`config.mk`:
```
export PLATFORM = sky130hd
export DESIGN_NAME = mac_accumulator_flat
export DESIGN_NICKNAME = d
export VERILOG_FILES = /design/src/rtl/mac_accumulator_if.sv /design/src/rtl/mac_accumulator.sv /design/src/flat_wrapper.sv
export SDC_FILE = /design/constraint.sdc
export NUM_CORES = 2
export LEC_CHECK = 0
export ABC_AREA = 1
export CAP_MARGIN = 5
export CORE_MARGIN = 2
export CORE_UTILIZATION = 40
export CTS_BUF_LIST = sky130_fd_sc_hd__clkbuf_8 sky130_fd_sc_hd__clkbuf_16
export CTS_CLUSTER_DIAMETER = 100
export DETAILED_ROUTE_END_ITERATION = 10
export PLACE_DENSITY_LB_ADDON = 0.05
export SLEW_MARGIN = 20
export SYNTH_ARGS = -nofsm -noshare
export SYNTH_HDL_FRONTEND = slang
export SYNTH_SLANG_ARGS = --single-unit
```
`constraint.sdc`:
```
create_clock -name clk -period 12 [get_ports clk]
set_input_delay 1.2 -clock clk [delete_from_list [all_inputs] [get_ports clk]]
set_output_delay 1.2 -clock clk [all_outputs]
set_load 0.01 [all_outputs]
```
`src/rtl/mac_accumulator_if.sv`:
```
// Handshake and result bundle for mac_accumulator: operand stream in, accumulated sum and status out.
interface mac_accumulator_if;
  logic        start;
  logic [31:0] x;
  logic [31:0] y;
  logic        in_valid;
  logic        in_ready;
  logic [31:0] acc_out;
  logic        out_valid;
  logic        ovf;
  logic        busy;

  modport master (
    output start, x, y, in_valid,
    input  in_ready, acc_out, out_valid, ovf, busy
  );

  modport slave (
    input  start, x, y, in_valid,
    output in_ready, acc_out, out_valid, ovf, busy
  );
endinterface

```
`src/rtl/mac_accumulator.sv`:
```
// mac_accumulator: accumulates the high product words of a burst of TERMS operand pairs.
// Optional macro MAC_SATURATE_EN clamps the sum at 0xFFFFFFFF on overflow instead of wrapping.

module multiplier #(
  parameter int N = 32
) (
  input  logic [N-1:0]   a_i,
  input  logic [N-1:0]   b_i,
  output logic [2*N-1:0] p_o
);
  assign p_o = a_i * b_i;
endmodule

module mac_accumulator #(
  parameter int TERMS = 8
) (
  input  logic           clk,
  input  logic           rst,
  mac_accumulator_if.slave bus
);
  typedef enum logic [1:0] {S_IDLE, S_ACC, S_DONE} state_t;

  localparam logic [7:0] TERMS_C = 8'(TERMS);

  state_t      state_q, state_d;
  logic [31:0] x_q, x_d, y_q, y_d, prod_q, prod_d, acc_q, acc_d;
  logic        v1_q, v1_d, v2_q, v2_d, ovf_q, ovf_d;
  logic [7:0]  n_acc_q, n_acc_d, n_add_q, n_add_d;
  logic [63:0] mult_p;
  logic [32:0] sum;
  logic        rdy, accept, last_add, unused_lo;

  multiplier #(.N(32)) u_mult (
    .a_i (x_q),
    .b_i (y_q),
    .p_o (mult_p)
  );

  assign unused_lo = ^mult_p[31:0];
  assign sum       = {1'b0, acc_q} + {1'b0, prod_q};
  assign accept    = rdy && bus.in_valid;
  assign last_add  = v2_q && (n_add_q == TERMS_C - 8'd1);

  always_ff @(posedge clk or posedge rst) begin
    if (rst) state_q <= S_IDLE;
    else     state_q <= state_d;
  end

  always_comb begin
    state_d = state_q;
    case (state_q)
      S_IDLE:  if (bus.start) state_d = S_ACC;
      S_ACC:   if (last_add)  state_d = S_DONE;
      S_DONE:  state_d = S_IDLE;
      default: state_d = S_IDLE;
    endcase
  end

  always_comb begin
    rdy = (state_q == S_ACC) && (n_acc_q < TERMS_C);
  end

  assign bus.in_ready  = rdy;
  assign bus.out_valid = (state_q == S_DONE);
  assign bus.busy      = (state_q != S_IDLE);
  assign bus.acc_out   = acc_q;
  assign bus.ovf       = ovf_q;

  // Three-stage pipe: operand capture, product high word, accumulate.
  always_comb begin
    x_d     = accept ? bus.x : x_q;
    y_d     = accept ? bus.y : y_q;
    v1_d    = accept;
    v2_d    = v1_q;
    prod_d  = mult_p[63:32];
    acc_d   = acc_q;
    ovf_d   = ovf_q;
    n_acc_d = n_acc_q;
    n_add_d = n_add_q;
    if (state_q == S_IDLE && bus.start) begin
      acc_d   = '0;
      ovf_d   = 1'b0;
      n_acc_d = '0;
      n_add_d = '0;
    end
    if (accept) n_acc_d = n_acc_q + 8'd1;
    if (v2_q && state_q == S_ACC) begin
      n_add_d = n_add_q + 8'd1;
      ovf_d   = ovf_q | sum[32];
`ifdef MAC_SATURATE_EN
      acc_d   = sum[32] ? 32'hFFFF_FFFF : sum[31:0];
`else
      acc_d   = sum[31:0];
`endif
    end
  end

  always_ff @(posedge clk or posedge rst) begin
    if (rst) begin
      x_q     <= '0;
      y_q     <= '0;
      v1_q    <= 1'b0;
      v2_q    <= 1'b0;
      prod_q  <= '0;
      acc_q   <= '0;
      ovf_q   <= 1'b0;
      n_acc_q <= '0;
      n_add_q <= '0;
    end else begin
      x_q     <= x_d;
      y_q     <= y_d;
      v1_q    <= v1_d;
      v2_q    <= v2_d;
      prod_q  <= prod_d;
      acc_q   <= acc_d;
      ovf_q   <= ovf_d;
      n_acc_q <= n_acc_d;
      n_add_q <= n_add_d;
    end
  end
endmodule

```
`src/flat_wrapper.sv`:
```
// flat-port wrapper written by rule: the top's interface ports become plain ports
module mac_accumulator_flat 
#(
  parameter int TERMS = 8
)
  (clk, rst, bus_start, bus_x, bus_y, bus_in_valid, bus_in_ready, bus_acc_out, bus_out_valid, bus_ovf, bus_busy);
  mac_accumulator_if bus_i ();
  input  logic clk;
  input  logic rst;
  input wire logic [$bits(bus_i.start)-1:0] bus_start;
  input wire logic [$bits(bus_i.x)-1:0] bus_x;
  input wire logic [$bits(bus_i.y)-1:0] bus_y;
  input wire logic [$bits(bus_i.in_valid)-1:0] bus_in_valid;
  output wire logic [$bits(bus_i.in_ready)-1:0] bus_in_ready;
  output wire logic [$bits(bus_i.acc_out)-1:0] bus_acc_out;
  output wire logic [$bits(bus_i.out_valid)-1:0] bus_out_valid;
  output wire logic [$bits(bus_i.ovf)-1:0] bus_ovf;
  output wire logic [$bits(bus_i.busy)-1:0] bus_busy;
  assign bus_i.start = bus_start;
  assign bus_i.x = bus_x;
  assign bus_i.y = bus_y;
  assign bus_i.in_valid = bus_in_valid;
  assign bus_in_ready = bus_i.in_ready;
  assign bus_acc_out = bus_i.acc_out;
  assign bus_out_valid = bus_i.out_valid;
  assign bus_ovf = bus_i.ovf;
  assign bus_busy = bus_i.busy;
  mac_accumulator #(.TERMS(TERMS)) u_core (.clk(clk), .rst(rst), .bus(bus_i));
endmodule
```
---- Yosys cells after proc, flatten, opt, wreduce, memory -nomap -nowiden ----
Cells that the tools add are included.
Widths: inputs -> output; s select.
storage, ports and cells
  flip-flop bits (word level) ............. 149
  logic and storage cells ................. 41
  bits of input ports ..................... 68
  output and inout port bits .............. 36
operators by class
  $mul .................................... 1
  reduce and logical (&&, ||, !) cells .... 10
  order comparisons ....................... 1
  mux-type cells .......................... 10
  add/sub/neg operators ................... 3
  equality and inequality tests ........... 5
  bitwise logic cells ..................... 1
operators with widths
  kind                 count
  $mul 32x32->64       1
  $mux 32              2
  $add 32x32->33       1
  $mux 8               3
  $add 8x1->8 const B  2
  $eq 8x3->1 const B   1
  $lt 8x4->1 const B   1
  $reduce_bool 2->1    3
  $logic_and 1x1->1    5
  $mux 2               2
  $pmux 2 s2           1
  $eq 2x1->1 const B   1
  $eq 2x2->1 const B   1
  $logic_not 2->1      1
  $mux 1               2
  $ne 2x1->1 const B   1
  $ne 2x2->1 const B   1
  $reduce_and 2->1     1
  $or 1x1->1           1

---- Logic depth before layout (Yosys ltp) ----
  depth after elaboration ................. 4
  depth in mapped cells ................... 31
  mapped depth without buffers ............ 29

---- Modules after synthesis ----
From an unflattened synthesis, not the netlist that was laid out.
second synthesis, totals
  cell total of the unflattened synthesis .. 5993
  area total of the unflattened synthesis .. 43794.5 µm²
by module, submodules not included
  module           sequential area each (µm²)  area an instance (µm²)  times used  cells each
  multiplier       0.0                         36109.6                 1           4953
  mac_accumulator  3728.6                      7684.9                  1           1040

---- Worst setup path before layout ----
Ideal clock, no wire load.
  kind .................................... reg2reg
  start ................................... register u_core.x_q[31]
  end ..................................... register u_core.prod_q[23]
  buffers on the path ..................... 2
  arrival ................................. 6.205 ns
  library setup time ...................... 0.117 ns
  clock period less this slack ............ 6.322 ns
  required time ........................... 11.883 ns
  cell stages (with the launch flop) ...... 27
  path slack .............................. 5.678 ns
  cell sequence ........................... dfrtp_1 > clkbuf_1 > clkbuf_1 > nand2_1 > fa_1 > inv_1 > fa_1 > fa_1 > inv_1 > fa_1 > inv_1 > fa_1 > fa_1 > fa_1 > inv_1 > fa_1 > inv_1 > ha_1 > nand2_1 > nor2_1 > inv_1 > nor2_1 > inv_1 > nor4_1 > nand2_1 > nand3_1 > nand2_1
on the way
  cells in the longest elaborated chain, start to end .. 1
ends and longest elaborated chain
  element                 line                    text
  start, declared         mac_accumulator.sv:26   logic [31:0] x_q, x_d, y_q, y_d, prod_q, prod_d, acc_q, acc_d;
  start signal, assigned  mac_accumulator.sv:100  x_q <= '0;
  start signal, assigned  mac_accumulator.sv:110  x_q <= x_d;
  $mul 32x32->64          mac_accumulator.sv:11   assign p_o = a_i * b_i;
  via u_core.mult_p[55]   mac_accumulator.sv:29   logic [63:0] mult_p;
  end signal, assigned    mac_accumulator.sv:114  prod_q <= prod_d;
  end, declared           mac_accumulator.sv:26
The timed path passes the listed nets, and every way through them passes these cells.
A chain may end at the register's enable or synchronous reset.

---- Final worst setup path ----
  start ................................... register u_core.x_q[31]
  end ..................................... register u_core.prod_q[19]
The elaborated chain is that of the path after synthesis.

==> flow_metrics.py <==
metrics = {
    "yosys": {
        "postSynthAreaPerCell_um2": 7.44,
        "syn_nets": 6967,
        "synth_cell_type_count": 38,
        "yosysWarnings": 0,
        "syn_inst": 5709,
        "ys_ff_latch": 149,
        "syn_area_mm2": 0.0425,
        "synth-seq-area-share_pct": 8.77,
    },
    "worst_setup_path": {
        "worstPathRequired_ns": 12.39,
        "path_class": "reg2reg",
        "worstSetupEndpoint": "u_core.prod_q[19]",
        "r2r-start": "u_core.x_q[31]",
        "worstPathArrival_ns": 7.90,
        "crit_path_start_kind": "register",
        "cp-end-kind": "register",
        "r2r-end": "u_core.prod_q[19]",
        "crit_fanout": 24,
        "r2r_setup_slack_ns": 4.49,
        "worst_r2r_path_depth": 23,
        "cp-startpoint": "u_core.x_q[31]",
    },
    "timing": {
        "setup_tns_ns": 0,
        "rsz0062_at_grt": "false",
        "drv_slew": 0,
        "maxSlewHeadroom_pct": 35.0,
        "worst_slew_pin_slew_ns": 0.974,
        "hold_viol_final": 0,
        "min_period_ns": 7.51,
        "finClkSkew_ns": 0.0277,
        "fin_crit_sh_pct": 62.6,
        "finalSetupViolCount": 0,
        "max_freq_ghz": 0.133,
    },
    "global_route": {
        "antenna_found_initial": 8,
        "grt_usage_pct": 26.0,
        "busiest_layer": "met2",
        "grt_max_degree": 70,
        "grt_pass1_vias": 35533,
        "use_met2_pct": 44.4,
        "grtUsageMet1_pct": 35.0,
        "grt_pass1_wl_um": 212000,
        "met3_usage_pct": 2.97,
        "gr-total-overflow": 0,
    },
    "power": {
        "p_per_area_mw_per_mm2": 25.1,
        "leakage_uw": 0.0283,
        "irDropWorstVdd_mv": 0.0921,
    },
    "cts": {
        "cts_tree": "built",
        "cts_buffer_depth": 2,
        "cts.repair.resized": 0,
        "cts_buffers": 17,
        "postCtsSetupBuffers": 0,
        "cts_root_buf": "clkbuf_16",
        "cts_hold_buf": 0,
        "htreeDepth": 4,
        "clock-sinks": 149,
        "path_clk_slew_ns": 0.09,
        "clk_latency_ns": 0.51,
    },
    "drt": {
        "post_drt_wl_per_cell_um": 19.2,
        "viasPerCell": 4.75,
        "initialDrtViolationCount": 1972,
        "routed_wl_um": 135000,
        "ant_nets": 0,
        "drc": 0,
        "vias": 33389,
        "first_pass_iters": 5,
    },
    "floorplan": {
        "coreArea_mm2": 0.105,
        "rows": 119,
        "die-area_mm2": 0.109,
        "ios": 104,
        "start_util_pct": 40.4,
        "die_y_um": 330,
        "die_w_um": 330,
    },
    "placed_design": {
        "numPortBuffers": 103,
        "gp_congestion": 0.938,
        "hpwl_um": 107000,
    },
    "hold_path": {
        "whs_path_depth": 0,
        "holdCritPathClass": "reg2reg",
    },
    "run_status": {
        "status": "complete, no violations",
    },
    "final_layout": {
        "drive_gt1_share_pct": 2.13,
        "nets": 6885,
        "fillers": 10999,
        "final_common_cell": "nand2_1",
        "syn_to_final_growth_pct": 6.79,
        "finalCoreUtilization_pct": 43.1,
        "final_cell_mix": "nand2_1 (1736), inv_1 (1707), fa_1 (896), ha_1 (294), nor2_1 (230)",
    },
    "job": {
        "cap_violations": 0,
    },
}
[power breakdown]
| part | leakage (uW) | total (uW) | internal, uW | switching [uW] |
|---|---|---|---|---|
| Combinational | 0.0261 | 34.3 | 19.3 | 14.9 |
| Sequential | 0.00188 | 502 | 502 | 0 |
| Clock | 0.000303 | 601 | 303 | 299 |
[Yosys cell counts]
| cell type | number | area (um2) |
|---|---|---|
| inv_1 | 1708 | 6410 |
| fa_1 | 896 | 17900 |
| mux2i_1 | 1 | 10.0 |
| nor2_1 | 231 | 867 |
| a31oi_1 | 1 | 6.26 |
| nor3_2 | 1 | 10.0 |
| and2_1 | 3 | 18.8 |
| buf_4 | 6 | 45.0 |
| a21oi_1 | 118 | 591 |
| xnor2_1 | 2 | 17.5 |
| nand2_1 | 1736 | 6520 |
| a22o_1 | 3 | 26.3 |
| nand3b_1 | 3 | 22.5 |
| o21ai_1 | 4 | 20.0 |
| a21o_1 | 7 | 52.6 |
| nand3_1 | 97 | 485 |
| o21ai_2 | 1 | 8.76 |
| clkbuf_1 | 263 | 987 |
| o21bai_1 | 10 | 75.1 |
| o22ai_1 | 2 | 12.5 |
| inv_2 | 2 | 7.51 |
| o31ai_1 | 2 | 15.0 |
| nor4_1 | 5 | 31.3 |
| nand4_1 | 15 | 93.8 |
| o21ai_0 | 95 | 475 |
| o21a_1 | 5 | 37.5 |
| dfrtp_1 | 149 | 3730 |
| a21boi_1 | 1 | 7.51 |
| a211o_1 | 1 | 8.76 |
| a32o_1 | 3 | 30.0 |
| a21boi_0 | 3 | 22.5 |
| or2_2 | 4 | 25.0 |
| ha_1 | 294 | 3680 |
| nor3_1 | 21 | 105 |
| xor2_1 | 8 | 70.1 |
| buf_2 | 5 | 25.0 |
| nor2_2 | 1 | 6.26 |
| o211ai_1 | 2 | 15.0 |
[state kept, by name (all words and copies together), names as in the netlist, 2 cells and up]
name                count
u_core.n_add_q          8
u_core.prod_q          32
u_core.y_q             32
u_core.x_q             32
u_core.bus.acc_out     32
u_core.n_acc_q          8
u_core.state_q          2
[kinds of logic (layout without fill, tap and decap cells)]
family                   Yosys count  after routing  share of synthesized area [%]
AO/OA/AOI/OAI                    258            258                           3.30
XOR/XNOR                          10             10                          0.206
adder cells (fa/ha/maj)         1190           1190                           50.9
buffers and inverters           1984           1915                           17.6
flip-flops                       149            149                           8.77
multiplexers                       1              1                         0.0236
other                              0              1                              0
AND/OR/NAND/NOR                 2117           2117                           19.2
[worst min-delay path by stage]
| stage | startpoint | to | slack (ns) |
|---|---|---|---|
| 6_report | u_core.v1_q | u_core.v2_q | 0.35 |
| 5_1_grt | u_core.v1_q | u_core.v2_q | 0.39 |
| 4_1_cts | u_core.v1_q | u_core.v2_q | 0.35 |
| 3_5_place_dp | u_core.v1_q | u_core.v2_q | 0.33 |
| 3_3_place_gp | u_core.v1_q | u_core.v2_q | 0.33 |
| 2_1_floorplan | u_core.v1_q | u_core.v2_q | 0.33 |
[routing by layer]
metal,vias up,wire (um)
li1,15778,-
met1,16734,60100
met2,717,65500
met3,158,5820
met4,2,3710
met5,-,13
[worst max-delay path, stage by stage (launching register included)]
cell and delay (ns):
dfrtp_1 0.73, buf_4 0.51, nand2_1 0.10, inv_1 0.10, fa_1 0.42, fa_1 0.59
inv_1 0.07, fa_1 0.49, fa_1 0.52, inv_1 0.08, fa_1 0.55, fa_1 0.44
fa_1 0.52, ha_1 0.34, ha_1 0.53, nand2_1 0.22, nor2_1 0.20, inv_1 0.13
nor2_1 0.26, nand2_1 0.13, nor3_1 0.16, nand2_1 0.14, nand3_1 0.10, nand2_1 0.05
[layout make-up]
cell class / instances / area, um2 / area share, %
Antenna cell: 1 / 2.50 / 0.00551
Clock buffer: 17 / 425 / 0.937
Clock inverter: 15 / 204 / 0.449
Inverter: 1710 / 6420 / 14.2
Multi-Input combinational cell: 3576 / 31300 / 69.0
Sequential cell: 149 / 3740 / 8.23
Tap cell: 1391 / 1740 / 3.83
Timing Repair Buffer: 173 / 1560 / 3.43
[stage by stage]
stage                     power (uW)  worst slack [ns]  hold slack (ns)  area [um2]  cells
after floorplan                  519              5.68            0.331       42500   5709
final                           1140              4.49            0.353       45400   7032
after global placement           547              4.48            0.333       44800   6999
after detailed placement         547              4.53            0.335       44800   6999
after CTS                       1150              4.49            0.354       45400   7031
after global routing            1180              4.15            0.390       45400   7031
Power figures use the tool's default switching activity.
